[src/rtl/lvds_rx_pkg.sv]
// Shared types and constants for the ADC LVDS receive path.
// Holds the aligner state encoding, the ADC frame pattern and the SLIP_CNT width helper.
package lvds_rx_pkg;

    typedef enum logic [2:0] {
        ST_CHECK,
        ST_SLIP,
        ST_SETTLE,
        ST_LOCK,
        ST_FAIL
    } align_state_t;

    localparam logic [9:0] ADC_FRAME_PATTERN = 10'b1111100000;

    function automatic int slip_cnt_w(input int max_slips);
        return $clog2(max_slips + 1);
    endfunction

endpackage

[src/rtl/lvds_word_align_if.sv]
// Word-aligner bus: deserializer word and restart in, bitslip, status and aligned data out.
// master = aligner side, slave = deserializer / sample-logic side.
interface lvds_word_align_if #(
    parameter int WIDTH  = 10,
    parameter int SLIP_W = 5
);
    logic              align_start;
    logic [WIDTH-1:0]  q;
    logic              bitslip;
    logic              locked;
    logic              align_fail;
    logic [SLIP_W-1:0] slip_cnt;
    logic [WIDTH-1:0]  dout;
    logic              dout_valid;

    modport master (
        input  align_start, q,
        output bitslip, locked, align_fail, slip_cnt, dout, dout_valid
    );

    modport slave (
        output align_start, q,
        input  bitslip, locked, align_fail, slip_cnt, dout, dout_valid
    );
endinterface

[src/rtl/lvds_word_align_mon.sv]
// Pattern compare plus consecutive-match and consecutive-error counters for the aligner FSM.
// Latency: match/match_done/lock_lost are combinational on the registered word.
// Backpressure: none; counters advance only while the FSM enables them.
module lvds_word_align_mon #(
    parameter int               WIDTH       = 10,
    parameter logic [WIDTH-1:0] PATTERN     = '0,
    parameter int               MATCH_COUNT = 16,
    parameter int               ERR_LIMIT   = 3
) (
    input  logic             clkdiv,
    input  logic             rst,
    input  logic [WIDTH-1:0] q_r,
    input  logic             chk_en,
    input  logic             lock_en,
    input  logic             clr,
    output logic             match,
    output logic             match_done,
    output logic             lock_lost
);
    localparam int MC_W = $clog2(MATCH_COUNT + 1);
    localparam int ER_W = $clog2(ERR_LIMIT + 1);

    logic [MC_W-1:0] match_cnt;
    logic [ER_W-1:0] err_cnt;

    assign match = (q_r == PATTERN);
    // Fire on the match that would bring the count to its limit, so the FSM acts on the same edge.
    assign match_done = chk_en && match && (match_cnt == MC_W'(MATCH_COUNT - 1));
    assign lock_lost  = lock_en && !match && (err_cnt == ER_W'(ERR_LIMIT - 1));

    always_ff @(posedge clkdiv or posedge rst) begin
        if (rst) begin
            match_cnt <= '0;
            err_cnt   <= '0;
        end else if (clr || match_done || lock_lost) begin
            match_cnt <= '0;
            err_cnt   <= '0;
        end else begin
            if (chk_en) match_cnt <= match ? match_cnt + MC_W'(1) : '0;
            if (lock_en) err_cnt <= match ? '0 : err_cnt + ER_W'(1);
        end
    end
endmodule

[src/rtl/lvds_word_align.sv]
// Frame-lane word aligner: bitslips the ISERDES until the word equals PATTERN, then supervises lock.
// Latency: dout is q delayed by one CLKDIV cycle; all status outputs are registered.
// Backpressure: none; downstream qualifies dout with dout_valid.
module lvds_word_align
    import lvds_rx_pkg::*;
#(
    parameter int               WIDTH         = 10,
    parameter logic [WIDTH-1:0] PATTERN       = ADC_FRAME_PATTERN,
    parameter int               MATCH_COUNT   = 16,
    parameter int               SETTLE_CYCLES = 3,
    parameter int               MAX_SLIPS     = 20,
    parameter int               ERR_LIMIT     = 3
) (
    input logic                  clkdiv,
    input logic                  rst,
    lvds_word_align_if.master    bus
);
    localparam int SLIP_W = slip_cnt_w(MAX_SLIPS);
    localparam int SET_W  = $clog2(SETTLE_CYCLES + 1);

    align_state_t      state;
    logic [WIDTH-1:0]  q_r;
    logic              q_ok;
    logic              bitslip;
    logic              locked;
    logic              align_fail;
    logic [SLIP_W-1:0] slip_cnt;
    logic [SET_W-1:0]  settle_cnt;
    logic              match;
    logic              match_done;
    logic              lock_lost;

    lvds_word_align_mon #(
        .WIDTH       (WIDTH),
        .PATTERN     (PATTERN),
        .MATCH_COUNT (MATCH_COUNT),
        .ERR_LIMIT   (ERR_LIMIT)
    ) u_mon (
        .clkdiv     (clkdiv),
        .rst        (rst),
        .q_r        (q_r),
        .chk_en     ((state == ST_CHECK) && q_ok),
        .lock_en    (state == ST_LOCK),
        .clr        (bus.align_start),
        .match      (match),
        .match_done (match_done),
        .lock_lost  (lock_lost)
    );

    // q_ok keeps the reset value of q_r from being judged as a real word and triggering a slip.
    always_ff @(posedge clkdiv or posedge rst) begin
        if (rst) begin
            state      <= ST_CHECK;
            q_r        <= '0;
            q_ok       <= 1'b0;
            bitslip    <= 1'b0;
            locked     <= 1'b0;
            align_fail <= 1'b0;
            slip_cnt   <= '0;
            settle_cnt <= '0;
        end else begin
            q_r     <= bus.q;
            q_ok    <= 1'b1;
            bitslip <= 1'b0;
            if (bus.align_start) begin
                state      <= ST_CHECK;
                locked     <= 1'b0;
                align_fail <= 1'b0;
                slip_cnt   <= '0;
                settle_cnt <= '0;
            end else begin
                case (state)
                    ST_CHECK: begin
                        if (q_ok) begin
                            if (match_done) begin
                                state  <= ST_LOCK;
                                locked <= 1'b1;
                            end else if (!match) begin
                                if (slip_cnt == SLIP_W'(MAX_SLIPS)) begin
                                    state      <= ST_FAIL;
                                    align_fail <= 1'b1;
                                end else begin
                                    state    <= ST_SLIP;
                                    bitslip  <= 1'b1;
                                    slip_cnt <= slip_cnt + SLIP_W'(1);
                                end
                            end
                        end
                    end
                    ST_SLIP: begin
                        state      <= ST_SETTLE;
                        settle_cnt <= '0;
                    end
                    ST_SETTLE: begin
                        if (settle_cnt == SET_W'(SETTLE_CYCLES - 1)) state <= ST_CHECK;
                        else settle_cnt <= settle_cnt + SET_W'(1);
                    end
                    ST_LOCK: begin
                        if (lock_lost) begin
                            state    <= ST_CHECK;
                            locked   <= 1'b0;
                            slip_cnt <= '0;
                        end
                    end
                    ST_FAIL: state <= ST_FAIL;
                    default: state <= ST_CHECK;
                endcase
            end
        end
    end

    assign bus.bitslip    = bitslip;
    assign bus.locked     = locked;
    assign bus.align_fail = align_fail;
    assign bus.slip_cnt   = slip_cnt;
    assign bus.dout       = q_r;
    assign bus.dout_valid = locked;
endmodule

[src/flat_wrapper.sv]
// flat-port wrapper written by rule: the top's interface ports become plain ports
module lvds_word_align_flat import lvds_rx_pkg::*;
#(
    parameter int               WIDTH         = 10,
    parameter logic [WIDTH-1:0] PATTERN       = ADC_FRAME_PATTERN,
    parameter int               MATCH_COUNT   = 16,
    parameter int               SETTLE_CYCLES = 3,
    parameter int               MAX_SLIPS     = 20,
    parameter int               ERR_LIMIT     = 3
)
  (clkdiv, rst, bus_align_start, bus_q, bus_bitslip, bus_locked, bus_align_fail, bus_slip_cnt, bus_dout, bus_dout_valid);
  lvds_word_align_if #(.WIDTH(WIDTH), .SLIP_W(5)) bus_i ();
  input logic clkdiv;
  input logic rst;
  input wire logic [$bits(bus_i.align_start)-1:0] bus_align_start;
  input wire logic [$bits(bus_i.q)-1:0] bus_q;
  output wire logic [$bits(bus_i.bitslip)-1:0] bus_bitslip;
  output wire logic [$bits(bus_i.locked)-1:0] bus_locked;
  output wire logic [$bits(bus_i.align_fail)-1:0] bus_align_fail;
  output wire logic [$bits(bus_i.slip_cnt)-1:0] bus_slip_cnt;
  output wire logic [$bits(bus_i.dout)-1:0] bus_dout;
  output wire logic [$bits(bus_i.dout_valid)-1:0] bus_dout_valid;
  assign bus_i.align_start = bus_align_start;
  assign bus_i.q = bus_q;
  assign bus_bitslip = bus_i.bitslip;
  assign bus_locked = bus_i.locked;
  assign bus_align_fail = bus_i.align_fail;
  assign bus_slip_cnt = bus_i.slip_cnt;
  assign bus_dout = bus_i.dout;
  assign bus_dout_valid = bus_i.dout_valid;
  lvds_word_align #(.WIDTH(WIDTH), .PATTERN(PATTERN), .MATCH_COUNT(MATCH_COUNT), .SETTLE_CYCLES(SETTLE_CYCLES), .MAX_SLIPS(MAX_SLIPS), .ERR_LIMIT(ERR_LIMIT)) u_core (.clkdiv(clkdiv), .rst(rst), .bus(bus_i));
endmodule
[config.mk]
export PLATFORM = sky130hd
export DESIGN_NAME = lvds_word_align_flat
export DESIGN_NICKNAME = d
export VERILOG_FILES = /design/src/rtl/lvds_rx_pkg.sv /design/src/rtl/lvds_word_align_if.sv /design/src/rtl/lvds_word_align_mon.sv /design/src/rtl/lvds_word_align.sv /design/src/flat_wrapper.sv
export SDC_FILE = /design/constraint.sdc
export NUM_CORES = 1
export LEC_CHECK = 0
export ABC_AREA = 1
export BUFFER_PORTS_ARGS = -buffer_cell sky130_fd_sc_hd__buf_2
export CELL_PAD_IN_SITES_DETAIL_PLACEMENT = 1
export CELL_PAD_IN_SITES_GLOBAL_PLACEMENT = 1
export CORE_UTILIZATION = 43
export DETAILED_ROUTE_END_ITERATION = 10
export PLACE_DENSITY = 0.92
export SLEW_MARGIN = 30
export SYNTH_ARGS = -nofsm -noshare
export SYNTH_HDL_FRONTEND = slang
export SYNTH_SLANG_ARGS = --single-unit
export TNS_END_PERCENT = 1
[constraint.sdc]
create_clock -name clkdiv -period 2.37 [get_ports clkdiv]
set_input_delay 0.3555 -clock clkdiv [delete_from_list [all_inputs] [get_ports clkdiv]]
set_output_delay 0.3555 -clock clkdiv [all_outputs]
set_load 0.05 [all_outputs]
# After elaboration in Yosys (flattened, before gate mapping)
# Cells that the tools add are included.
word_totals:
  register_bits: 31
classes:
  addsub: 4
  n_eq_ne: 20
  mux: 41
  n_reduce_logical: 21
op_table:
  columns: ["op", "n"]
  rows:
  - ["5-bit 2-to-1 mux", 9]
  - ["3-bit 2-to-1 mux", 7]
  - ["1-bit 2-to-1 mux", 16]
  - ["3-bit != test (second input constant)", 5]
  - ["3-bit one-hot mux with 5 select lines", 1]
  - ["5-bit by 1-bit adder with 5-bit output (second input constant)", 2]
  - ["10-bit equality test (second input constant)", 1]
  - ["2-bit 2-to-1 mux", 5]
  - ["5-bit one-hot mux with 2 select lines", 1]
  - ["2-bit nonzero test", 5]
  - ["3-bit by 2-bit != test with 1-bit output (second input constant)", 3]
  - ["4-bit AND reduction", 2]
  - ["3-bit by 2-bit equality test with 1-bit output (second input constant)", 2]
  - ["6-bit AND reduction", 1]
  - ["3-bit nonzero test", 2]
  - ["5-bit by 4-bit equality test with 1-bit output (second input constant)", 1]
  - ["5-bit equality test (second input constant)", 1]
  - ["1-bit logical AND", 5]
  - ["5-bit AND reduction", 1]
  - ["2-bit by 1-bit adder with 2-bit output (second input constant)", 2]
  - ["2-bit equality test (second input constant)", 2]
  - ["2-bit != test (second input constant)", 2]
  - ["4-bit != test (second input constant)", 1]
  - ["2-bit one-hot mux with 2 select lines", 1]
  - ["7 further kinds", 8]

# Longest topological paths before layout
# Gate-level depths: netlist of the first run.
logic_depth:
  word_depth: 8
  depth_mapped: 9
  mapped_depth_nobuf: 9

# Hierarchy
# From an unflattened synthesis of the first run, not the netlist that was laid out.
unflattened:
  cells_unflattened: 223
  hier_area_um2: 1741.7
by_module_without_submodules:
  columns: ["module", "instances", "cells_each", "area_per_inst_um2", "seq_area_each_um2"]
  rows:
  - ["lvds_word_align", 1, 148, 1208.7, 600.6]
  - ["lvds_word_align_mon", 1, 75, 533.0, 175.2]

# Least setup slack after synthesis of the first run
# No wires, ideal clock.
synth_path:
  kind: "register to register"
  startpoint: "reg u_core.slip_cnt[0], in the netlist u_core.bus.slip_cnt[0]"
  endpoint: "reg u_core.slip_cnt[2], in the netlist u_core.bus.slip_cnt[2]"
  setup_time_ps: 120
  arrival_ps: 1552
  required_time_ps: 2250
  path_slack_ps: 698
  stages_incl_launch_ff: 9
  cell_sequence: "dfrtp_1 -> inv_1 -> ha_1 -> nand4_1 -> nand3_1 -> nand2_1 -> nand3_2 -> nand2_1 -> nand2_1"
synth_via:
  elab_chain_cells: 7
synth_rtl:
  columns: ["element", "line", "source"]
  rows:
  - ["from (decl)", "lvds_word_align.sv:27", "logic [SLIP_W-1:0] slip_cnt;"]
  - ["from (signal assigned)", "lvds_word_align.sv:85", "slip_cnt <= slip_cnt + SLIP_W'(1);"]
  - ["5-bit by 1-bit adder with 5-bit output", "lvds_word_align.sv:85", null]
  - ["5-bit 2-to-1 mux", "lvds_word_align.sv:79", "if (slip_cnt == SLIP_W'(MAX_SLIPS)) begin"]
  - ["5-bit 2-to-1 mux", "lvds_word_align.sv:78", "end else if (!match) begin"]
  - ["5-bit 2-to-1 mux", "lvds_word_align.sv:75", "if (match_done) begin"]
  - ["5-bit 2-to-1 mux", "lvds_word_align.sv:74", "if (q_ok) begin"]
  - ["5-bit one-hot mux with 2 select lines", "lvds_word_align.sv:72", "case (state)"]
  - ["5-bit 2-to-1 mux", "lvds_word_align.sv:65", "if (bus.align_start) begin"]
# Parallel ways exist; a longest one is shown, timed or not. The select of a mux whose other input is x is not followed.
# A chain may end at the register's enable or synchronous reset.

# Worst setup path in the final report of the first run
layout_path:
  startpoint: "reg u_core.u_mon.match_cnt[0]"
  endpoint: "reg u_core.state[0]"
layout_via:
  elab_chain_cells: 6
layout_rtl:
  columns: ["element", "line", "source"]
  rows:
  - ["from (decl)", "lvds_word_align_mon.sv:23", "logic [MC_W-1:0] match_cnt;"]
  - ["from (signal assigned)", "lvds_word_align_mon.sv:39", "if (chk_en) match_cnt <= match ? match_cnt + MC_W'(1) : '0;"]
  - ["5-bit by 4-bit equality test with 1-bit output *", "lvds_word_align_mon.sv:28", "assign match_done = chk_en && match && (match_cnt == MC_W'(MATCH_COUNT - 1));"]
  - ["1-bit logical AND *", "lvds_word_align_mon.sv:28", null]
  - ["3-bit 2-to-1 mux", "lvds_word_align.sv:75", null]
  - ["3-bit 2-to-1 mux", "lvds_word_align.sv:74", null]
  - ["3-bit one-hot mux with 5 select lines", "lvds_word_align.sv:72", null]
  - ["3-bit 2-to-1 mux", "lvds_word_align.sv:65", null]
  - ["to (signal assigned)", "lvds_word_align.sv:66", "state <= ST_CHECK;"]
  - ["to (signal assigned)", "lvds_word_align.sv:76", "state <= ST_LOCK;"]
  - ["to (signal assigned)", "lvds_word_align.sv:80", "state <= ST_FAIL;"]
  - ["to (decl)", "lvds_word_align.sv:21", "align_state_t state;"]
# Every way passes the cells marked *; elsewhere a longest branch is shown, timed or not. The select of a mux whose other input is x is not followed.

==> metrics.md, run 1 <==
| Metric | Value |
|---|---|
| Status | `finished, final reports clean` |
| Max IR drop VDD | `356 uV` |
| Latest clock arrival within the worst-skew pair | `280 ps` |
| Vias in the first global route | `1465` |
| Crit-path cells | `ha_1 -> nand2_1 -> nor2_1 -> ha_1 -> inv_1 -> o211ai_1 -> nand3_2 -> o21bai_1` |
| Most frequent cells in the layout | `nand2_1 (36), buf_2 (31), dfrtp_1 (31), inv_1 (24), nor2_1 (19)` |
| Cell count of the worst reg-to-reg path | `8` |
| DR pass1 iterations | `4` |
| Cells after Synth | `181` |
| Global Route met3 Usage | `6.20%` |
| Seq cells post-synth | `31` |
| Finished Cell Area | `1900 um^2` |
| Global-route wire length before repair | `7.11 mm` |
| Fillers | `441` |
| DRT antenna net count | `0` |
| Port bufs | `31` |
| Initial antenna violation count | `0` |
| Setup slack, reg-to-reg | `670 ps` |
| Die W | `62.6 um` |
| Power Density | `887 nW/um^2` |
| Met2 Track Usage GR | `42.8%` |
| Max incr delay on CP | `400 ps` |
| Tot Pwr | `1.68 mW` |
| Fin nets | `238` |
| Drt via density | `5.08` |
| Drt initial violations | `47` |
| Vias after detailed routing | `1352` |
| Resized cells post-CTS | `0` |
| CTS tree | `yes` |
| WS Path Type | `reg -> reg` |
| Ports | `32` |
| Placement Cell Area | `1790 um^2` |
| Final Max Slew Viols | `0` |
| Reg2reg end | `u_core.state[0]` |
| Die height | `62.6 um` |
| Required time worst endpoint | `2570 ps` |
| RSZ-0062 raised after global routing | `no` |
| Syn Std Cell Area | `1580 um^2` |
| Proportion of layout cells with a drive suffix above 1 | `27.7%` |
| Layout area overhead | `20.0%` |
| Final Hold Fails | `0` |
| Max_cap viols | `0` |
| Slowest-stage cell, CP | `dfrtp_1` |
| Post-CTS Setup Bufs | `0` |
| Post-DP HPWL | `2.91 mm` |
| Setup-failing EPs final | `0` |
| CTS Buf Count | `5` |
| Starting Density | `45.9%` |
| Clock sinks | `31` |
| Core ar. | `3440 um^2` |
| Unique masters post-synth | `27` |
| Met1 usage | `27.0%` |
| Leakage | `0.999 nW` |
| Crit. End Element | `flop` |
| Commonest non-fill, non-tap cell in the layout | `nand2_1` |
| Min Tclk post-route | `1700 ps` |
| Row count | `21` |
| Syn_nets | `200` |
| Die Area | `3920 um^2` |
| Clock-pin transition on the worst setup and hold timing paths | `70 ps` |
| Skew final | `6.74 ps` |
| Register area share after synthesis | `49.1%` |
| Syn_area_per_cell | `8.74 um^2` |
| Detailed Route WL | `4.07 mm` |
| Largest net degree at the start of global routing | `32` |
| Worst hold path type | `in -> async` |
| Drt wl/cell | `15.3 um` |
| Drt drc | `0` |
| # diodes | `0` |
| Max Clk Rate | `589 MHz` |
| Setup_tns | `0 ps` |
| CTS H-tree lvls | `2` |
| GPL Wtd Cong | `0.773` |
| R2R Path Start | `u_core.u_mon.match_cnt[0]` |
| GRT overflow | `0` |
| Most frequent CP cell | `ha_1` |
| Fin crit share | `71.7%` |
| GRT Overall Usage | `23.9%` |
| Gr busiest metal | `met2` |
| Synth warnings | `0` |
| Crit-path max FO | `4` |
| # hold bufs at CTS | `0` |
| Root Buffer | `clkbuf_8` |
| WP data arrival | `1890 ps` |
| Worst setup SP type | `flop` |
| Max clock buf depth | `2` |
[worst max-delay path, delay by kind of cell, from the launching register on]
kind                     cells  cell delay (ps)
AO/OA/AOI/OAI                2              420
flip-flops                   1              400
adder cells (fa/ha/maj)      2              390
AND/OR/NAND/NOR              3              330
buffers and inverters        1               50
[report_power, final]
part / total [mW] / switching [mW] / internal (mW)
registers: 0.668 / 0.0762 / 0.592
logic: 0.552 / 0.400 / 0.152
clock network: 0.464 / 0.200 / 0.264
total: 1.68 / 0.676 / 1.01
[registers in the layout, indices dropped and copies added, names as in the netlist, 2 cells and up]
| register | flops |
|---|---|
| u_core.u_mon.match_cnt | 5 |
| u_core.bus.slip_cnt | 5 |
| u_core.u_mon.err_cnt | 2 |
| u_core.settle_cnt | 2 |
| u_core.bus.dout | 10 |
| u_core.state | 3 |
[area by class of cell]
class / count / area, um^2 / share of cell area, %
Clock inverter: 1 / 7.51 / 0.396
Inverter: 29 / 110 / 5.80
Multi-Input combinational cell: 120 / 688 / 36.3
Tap cell: 46 / 57.6 / 3.03
Timing Repair Buffer: 32 / 163 / 8.57
Clock buffer: 7 / 96.3 / 5.08
Sequential cell: 31 / 776 / 40.9
[worst max-delay path by stage]
stage,start,endpoint,slack [ps],cells past startpoint
6_report,u_core.u_mon.match_cnt[0],u_core.state[0],670,8
5_1_grt,u_core.u_mon.match_cnt[0],u_core.state[0],570,8
4_1_cts,u_core.u_mon.match_cnt[0],u_core.state[0],650,8
3_5_place_dp,u_core.u_mon.match_cnt[0],u_core.state[1],790,9
3_3_place_gp,u_core.u_mon.match_cnt[0],u_core.state[1],860,9
2_1_floorplan,u_core.bus.slip_cnt[0],u_core.bus.slip_cnt[2],700,8
[synthesized netlist by cell type]
cell type	instances	share of area (%)
nand2_1	36	8.5
dfrtp_1	31	49
inv_1	24	5.7
nor2_1	19	4.5
nand3_1	18	5.7
a21oi_1	6	1.9
ha_1	6	4.7
nand3_2	6	3.8
nand4_1	6	2.4
inv_2	4	0.95
nor2_2	3	1.2
xor2_1	3	1.7
nand3_4	2	2.2
nor2_4	2	1.4
nor3_1	2	0.63
o21ai_0	2	0.63
a22oi_1	1	0.47
buf_4	1	0.47
clkinv_2	1	0.32
conb_1	1	0.24
nand2_2	1	0.40
nand2_4	1	0.71
nand3b_1	1	0.47
o211ai_1	1	0.47
o21bai_1	1	0.47
or2_2	1	0.40
xnor2_1	1	0.55
[logic make-up after synthesis]
logic type / synth area share [%]
AOI/OAI and AO/OA: 3.96
adders and majority gates: 4.75
and+or+nand+nor: 32.4
other: 0.237
buffers and inverters: 7.44
xor gates and xnor gates: 2.22
DFF: 49.1
[stage by stage]
stage	utilization, %	worst slack (ps)	cells	hold slack, ps
CTS	55.1	651	266	168
global route	55.1	574	266	167
finish	55.1	671	266	158
global placement	52.1	858	258	452
floorplan	-	698	181	387
detailed placement	52.1	794	258	466
[per-layer routing]
metal / wire length [um] / vias to the layer above
li1: - / 651
met1: 1630 / 655
met2: 2170 / 37
met3: 182 / 9
met4: 86 / 0
met5: 0 / -
Power figures use the tool's default switching activity.
==> run 2: changes to the inputs <==
Settings changed: CORE_UTILIZATION 43 to 40, PLACE_DENSITY 0.92 to 0.87.
Clock period 2.37 ns to 1.65 ns, I/O delays scaled along.
==> metrics.md, run 2 (synthesis gave the netlist of run 1 again) <==
| Metric | Value |
|---|---|
| Proportion of layout cells with a drive suffix above 1 | `31.1% (+3.4 points)` |
| Max IR drop VDD | `667 uV (+88%)` |
| Starting Density | `42.6% (-3.4 points)` |
| R2R Path Start | `u_core.u_mon.match_cnt[1]` |
| Setup_tns | `0 ps (unchanged)` |
| Setup-failing EPs final | `0 (unchanged)` |
| Vias after detailed routing | `1331 (-1.6%)` |
| Clock sinks | `31 (unchanged)` |
| Core ar. | `3720 um^2 (+8.0%)` |
| Switching power of the nets | `0.949 mW (+40%)` |
| Fin crit share | `97.8% (+26 points)` |
| Failing checks | `negative hold slack` |
| Worst setup SP type | `flop` |
| Drt initial violations | `30 (-36%)` |
| WHS | `-12.3 ps (-170 ps)` |
| Crit-path max FO | `3 (-1)` |
| Drt wl/cell | `13.0 um (-15%)` |
| Skew final | `6.47 ps (-0.267 ps)` |
| Worst Max-Slew Pin Slew | `527 ps` |
| Die W | `64.9 um (+3.6%)` |
| Switch share | `36.0% (-4.2 points)` |
| GRT Overall Usage | `19.3% (-4.6 points)` |
| Row count | `22 (+4.8%)` |
| Power Density | `1340 nW/um^2 (+51%)` |
| Clock group share of total power | `33.7% (+6.1 points)` |
| Worst hold path type | `in -> async` |
| Final Hold Fails | `11 (+11)` |
| Die height | `64.9 um (+3.6%)` |
| RSZ-0062 raised after global routing | `yes` |
| Post-route worst setup slack | `36.3 ps (-635 ps)` |
| Reg area | `777 um^2 (+0.16%)` |
| CTS H-tree lvls | `2 (unchanged)` |
| Commonest non-fill, non-tap cell in the layout | `nand2_1` |
| Drt drc | `0 (unchanged)` |
| Required time worst endpoint | `1820 ps (-750 ps)` |
| Ports | `32 (unchanged)` |
| Min Tclk post-route | `1610 ps (-84.9 ps)` |
| GPL Wtd Cong | `0.822 (+6.3%)` |
| Crit. End Element | `flop` |
| GRT overflow | `0 (unchanged)` |
| Post-DP HPWL | `2.62 mm (-10%)` |
| WP data arrival | `1780 ps (-110 ps)` |
| Combinational group share of total power | `30.4% (-2.4 points)` |
| Leakage | `1.03 nW (+2.7%)` |
| CTS Buf Count | `5 (unchanged)` |
| Clock-pin transition on the worst setup and hold timing paths | `70 ps (about the same)` |
| Vias in the first global route | `1330 (-9.2%)` |
| DR pass1 iterations | `4 (unchanged)` |
| Drt via density | `4.93 (-3.0%)` |
| Placed cell count | `261 (+1.2%)` |
| Non-filler cells, final | `270 (+1.5%)` |
| Area occupied by multi-input gates | `701 um^2 (+1.8%)` |
| # diodes | `0 (unchanged)` |
| Max Clk Rate | `620 MHz (+5.3%)` |
| Finished Cell Area | `1970 um^2 (+3.8%)` |
| Status | `finished with violations` |
| Max_cap viols | `0 (unchanged)` |
| Detailed Route WL | `3.51 mm (-14%)` |
| Root Buffer | `clkbuf_8` |
| Most frequent cells in the layout | `nand2_1 (34), buf_2 (31), dfrtp_1 (30), inv_1 (23)` |
| Fillers | `459 (+4.1%)` |
| Largest net degree at the start of global routing | `21 (-34%)` |
| Setup slack at placement | `106 ps (-688 ps)` |
| Placement Cell Area | `1820 um^2 (+1.3%)` |
| Latest clock arrival within the worst-skew pair | `290 ps (about the same)` |
| Seq pwr share | `35.9% (-3.8 points)` |
| CP Launch Point | `u_core.u_mon.match_cnt[1]` |
| Worst rel slew slack | `64.8%` |
| DRT antenna net count | `0 (unchanged)` |
| Fin nets | `240 (+0.84%)` |
| WS Path Type | `reg -> reg` |
| CTS tree | `yes` |
| Global-route wire length before repair | `5.95 mm (-16%)` |
| Port bufs | `31 (unchanged)` |
| Initial antenna violation count | `0 (unchanged)` |
| Layout area overhead | `24.6%` |
| Final Max Slew Viols | `0 (unchanged)` |
| Internal power | `1.69 mW (+68%)` |
| Die Area | `4210 um^2 (+7.3%)` |
| Largest register FFs | `10 (unchanged)` |
| Max clock buf depth | `2 (unchanged)` |
-- run 2: cell type report --
cell class                      instances  area share [%]
Clock inverter                          2            3.05
Clock buffer                            6            3.68
Sequential cell                        31            39.4
Timing Repair Buffer                   34            9.65
Tap cell                               48            3.05
Inverter                               29            5.59
Multi-Input combinational cell        120            35.6
-- run 2: worst max-delay path, cell delays in order (launching register included) --
cell and delay [ps]:
dfrtp_1 390, ha_2 200, nand2_2 70, nor2_2 110, ha_2 200, inv_2 40
o211ai_1 220, nand3_2 140, nand2_1 80, nand2_1 50
-- run 2: final timing paths --
kind / endpoint / slack, ps / cells after the start
worst max register to register: u_core.state[1] / 40 / 9
worst max-delay path: u_core.state[1] / 40 / 9
min in group clkdiv: u_core.bus.dout[6] / 60 / 1
worst min-delay path: u_core.bus.slip_cnt[3] / -10 / 2
max in group asynchronous: u_core.bus.align_fail / 1170 / 3
worst min register to register: u_core.u_mon.match_cnt[3] / 510 / 2
-- run 2: through the flow --
step | utilization, % | total power [mW]
finish | 53.0 | 2.64
detailed placement | 48.9 | 1.77
CTS | 52.5 | 2.66
global route | 53.0 | 2.79
global placement | 48.9 | 1.73
floorplan | - | 1.55
-- run 2: power by group through the flow --
stage               logic [mW]  registers [mW]  clock network [mW]
floorplan                0.420            1.13                   0
global placement         0.782           0.952                   0
detailed placement       0.805           0.961                   0
CTS                      0.809           0.949               0.905
global route             0.886           0.957               0.946
finish                   0.802           0.948               0.889
-- run 2: per-layer routing --
metal | share of wire (%) | wire length, um | GRT usage (%) | vias to the layer above
met5 | 0 | 0 | 0 | -
met4 | 1.5 | 52 | 8.33 | 0
met3 | 4.3 | 150 | 6.34 | 7
met2 | 48 | 1690 | 31.9 | 27
met1 | 46 | 1620 | 22.6 | 642
li1 | - | - | - | 655
-- run 2: what timing repair did --
| item | 4_1_cts | 5_1_grt |
|---|---|---|
| setup buffers | 0 | 1 |
| endpoints found under the setup margin | 0 | 8 |
| hold buffers | 0 | 0 |
| gates resized for setup | 0 | 6 |
==> run 3: changes to the inputs <==
Settings changed: CORE_MARGIN from default to 2.
==> metrics.md, run 3 (synthesis gave the netlist of run 1 again) <==
| Metric | Value |
|---|---|
| CP delay by family, top | `simple AND/OR/NAND/NOR gates` |
| Root Buffer | `clkbuf_8` |
| Setup-failing EPs final | `0 (unchanged)` |
| Largest register FFs | `10 (unchanged)` |
| Row count | `22 (unchanged)` |
| Latest clock arrival within the worst-skew pair | `290 ps (about the same)` |
| # diodes | `0 (unchanged)` |
| Die Area | `4470 um^2 (+6.3%)` |
| Worst setup SP type | `flop` |
| Leakage | `0.985 nW (-4.0%)` |
| CTS H-tree lvls | `2 (unchanged)` |
| Status | `finished, final reports clean` |
| Global-route wire length before repair | `6.07 mm (+2.0%)` |
| R2R Path Start | `u_core.u_mon.match_cnt[0]` |
| GRT Overall Usage | `18.6% (-0.69 points)` |
| CTS Buf Count | `5 (unchanged)` |
| Crit. End Element | `flop` |
| Internal power | `1.36 mW (-20%)` |
| Skew final | `4.86 ps (-1.61 ps)` |
| Fin crit share | `95.9% (-1.9 points)` |
| WHS | `26.0 ps (+38.2 ps)` |
| Vias after detailed routing | `1303 (-2.1%)` |
| Vias in the first global route | `1317 (-0.98%)` |
| Min Tclk post-route | `1580 ps (-31.9 ps)` |
| WP data arrival | `1760 ps (-20 ps)` |
| Port bufs | `31 (unchanged)` |
| CP Launch Point | `u_core.u_mon.match_cnt[0]` |
| Reg2reg end | `u_core.state[1]` |
| Combinational group share of total power | `33.1% (+2.7 points)` |
| Power Density | `1230 nW/um^2 (-8.5%)` |
| Max IR drop VDD | `1020 uV (+53%)` |
| Ports | `32 (unchanged)` |
| Clock group share of total power | `25.6% (-8.1 points)` |
| Fin nets | `238 (-0.83%)` |
| Final Max Slew Viols | `0 (unchanged)` |
| CTS tree | `yes` |
| Crit-path max FO | `4 (+1)` |
| Initial antenna violation count | `0 (unchanged)` |
| Critical Path Sink | `u_core.state[1]` |
| Worst hold path type | `in -> async` |
| GPL Wtd Cong | `0.773 (-6.0%)` |
| Setup_tns | `0 ps (unchanged)` |
| Placement Cell Area | `1800 um^2 (-1.1%)` |
| RSZ-0062 raised after global routing | `yes` |
| Largest net degree at the start of global routing | `32 (+52%)` |
| Seq pwr share | `41.2% (+5.3 points)` |
| Max incr delay on CP | `390 ps (about the same)` |
| Final Hold Fails | `0 (-11)` |
| Commonest non-fill, non-tap cell in the layout | `nand2_1` |
| Setup slack, reg-to-reg | `70 ps (+30 ps)` |
| Stages on the worst setup path | `9 (unchanged)` |
| Layout area overhead | `19.9%` |
| Proportion of layout cells with a drive suffix above 1 | `30.0% (-1.1 points)` |
| Post-DP HPWL | `2.72 mm (+3.8%)` |
| Detailed Route WL | `3.57 mm (+1.7%)` |
| Switching power of the nets | `0.965 mW (+1.7%)` |
| GRT overflow | `0 (unchanged)` |
| WS Path Type | `reg -> reg` |
| DR pass1 iterations | `4 (unchanged)` |
| Finished Cell Area | `1900 um^2 (-3.7%)` |
| Crit-path cells | `ha_2 -> nand2_2 -> nor2_2 -> ha_2 -> inv_1 -> o211ai_1 -> nand3_2 -> nand2_1 -> nand2_1` |
| Max_cap viols | `0 (unchanged)` |
| Clock sinks | `31 (unchanged)` |
| Cell count of the worst reg-to-reg path | `9 (unchanged)` |
| Core Util, Final | `50.7% (-2.4 points)` |
| Starting Density | `42.2% (-0.31 points)` |
| Drt initial violations | `38 (+27%)` |
| Drt via density | `4.86 (-1.4%)` |
| Drt wl/cell | `13.3 um (+2.5%)` |
| Most frequent cells in the layout | `nand2_1 (35), buf_2 (31), dfrtp_1 (30), inv_1 (24)` |
| Die W | `66.9 um (+3.1%)` |
| Worst path buffer plus inverter count | `1 (unchanged)` |
| Fillers | `486 (+5.9%)` |
| Core ar. | `3740 um^2 (+0.74%)` |
| Max clock buf depth | `2 (unchanged)` |
| Slowest-stage cell, CP | `dfrtp_1` |
| DRT antenna net count | `0 (unchanged)` |
| Drt drc | `0 (unchanged)` |
| Required time worst endpoint | `1830 ps (about the same)` |
| Tot Pwr | `2.32 mW (-12%)` |
| Switch share | `41.5% (+5.5 points)` |
| Max Clk Rate | `632 MHz (+2.0%)` |
| Die height | `66.9 um (+3.1%)` |
| Clock-pin transition on the worst setup and hold timing paths | `70 ps (about the same)` |
run 3: changes by cell type in the layout (fill, tap and decap cells not counted):
| cell | before | now |
|---|---|---|
| bufinv_16 | 2 | 0 |
| clkinvlp_4 | 0 | 2 |
| buf_12 | 1 | 0 |
| buf_4 | 2 | 1 |
| clkbuf_1 | 1 | 0 |
| clkinv_2 | 1 | 2 |
| inv_1 | 23 | 24 |
| inv_2 | 5 | 4 |
| nand2_1 | 34 | 35 |
| nand2_2 | 3 | 2 |
run 3: area by class of cell:
class	instances	area, um^2	share of cell area [%]
clock buffers	5	68.8	3.63
clock inverters	3	20.0	1.06
inverters	29	110	5.80
multi-input cells	120	698	36.8
flip-flops and latches	31	777	41.0
well taps	48	60.1	3.17
repair buffers	32	163	8.58
run 3: per-layer routing:
layer | up-vias | part of all wire [%] | track usage, %
met3 | 7 | 4.3 | 5.57
met2 | 28 | 50 | 30.9
met5 | - | 0 | 0
met1 | 619 | 44 | 22.6
met4 | 0 | 1.7 | 6.89
li1 | 649 | - | -
run 3: timing repair:
| action | CTS | global route |
|---|---|---|
| setup buffers | 0 | 0 |
| endpoints found under the setup margin | 0 | 8 |
| hold buffers | 0 | 0 |
| resized for setup | 0 | 4 |
run 3: power by group through the flow:
| stage | combinational (mW) | sequential, mW | clock [mW] |
|---|---|---|---|
| after floorplan | 0.420 | 1.13 | 0 |
| after global placement | 0.749 | 0.961 | 0 |
| after detailed placement | 0.782 | 0.973 | 0 |
| after CTS | 0.783 | 0.959 | 0.611 |
| after global routing | 0.864 | 0.972 | 0.655 |
| final | 0.771 | 0.958 | 0.596 |
run 3: worst min path at each step:
| stage | from | endpoint | slack, ps |
|---|---|---|---|
| 3_5_place_dp | rst | u_core.bus.dout[6] | 360 |
| 6_report | rst | u_core.bus.dout[6] | 30 |
| 3_3_place_gp | rst | u_core.bus.dout[7] | 350 |
| 2_1_floorplan | bus_q[0] | u_core.bus.dout[0] | 280 |
| 4_1_cts | rst | u_core.bus.dout[6] | 50 |
| 5_1_grt | bus_q[0] | u_core.bus.dout[0] | 50 |
run 3: tightest hold or removal path: cells and delay by family:
kind                   cells  cell delay [ps]
buffers and inverters      3              490
run 3: metrics by stage:
step,instances,setup WS (ps)
after floorplan,181,15.4
after global placement,260,123
after detailed placement,260,81.2
after CTS,268,49.5
after global routing,268,-41.7
final,268,68.1
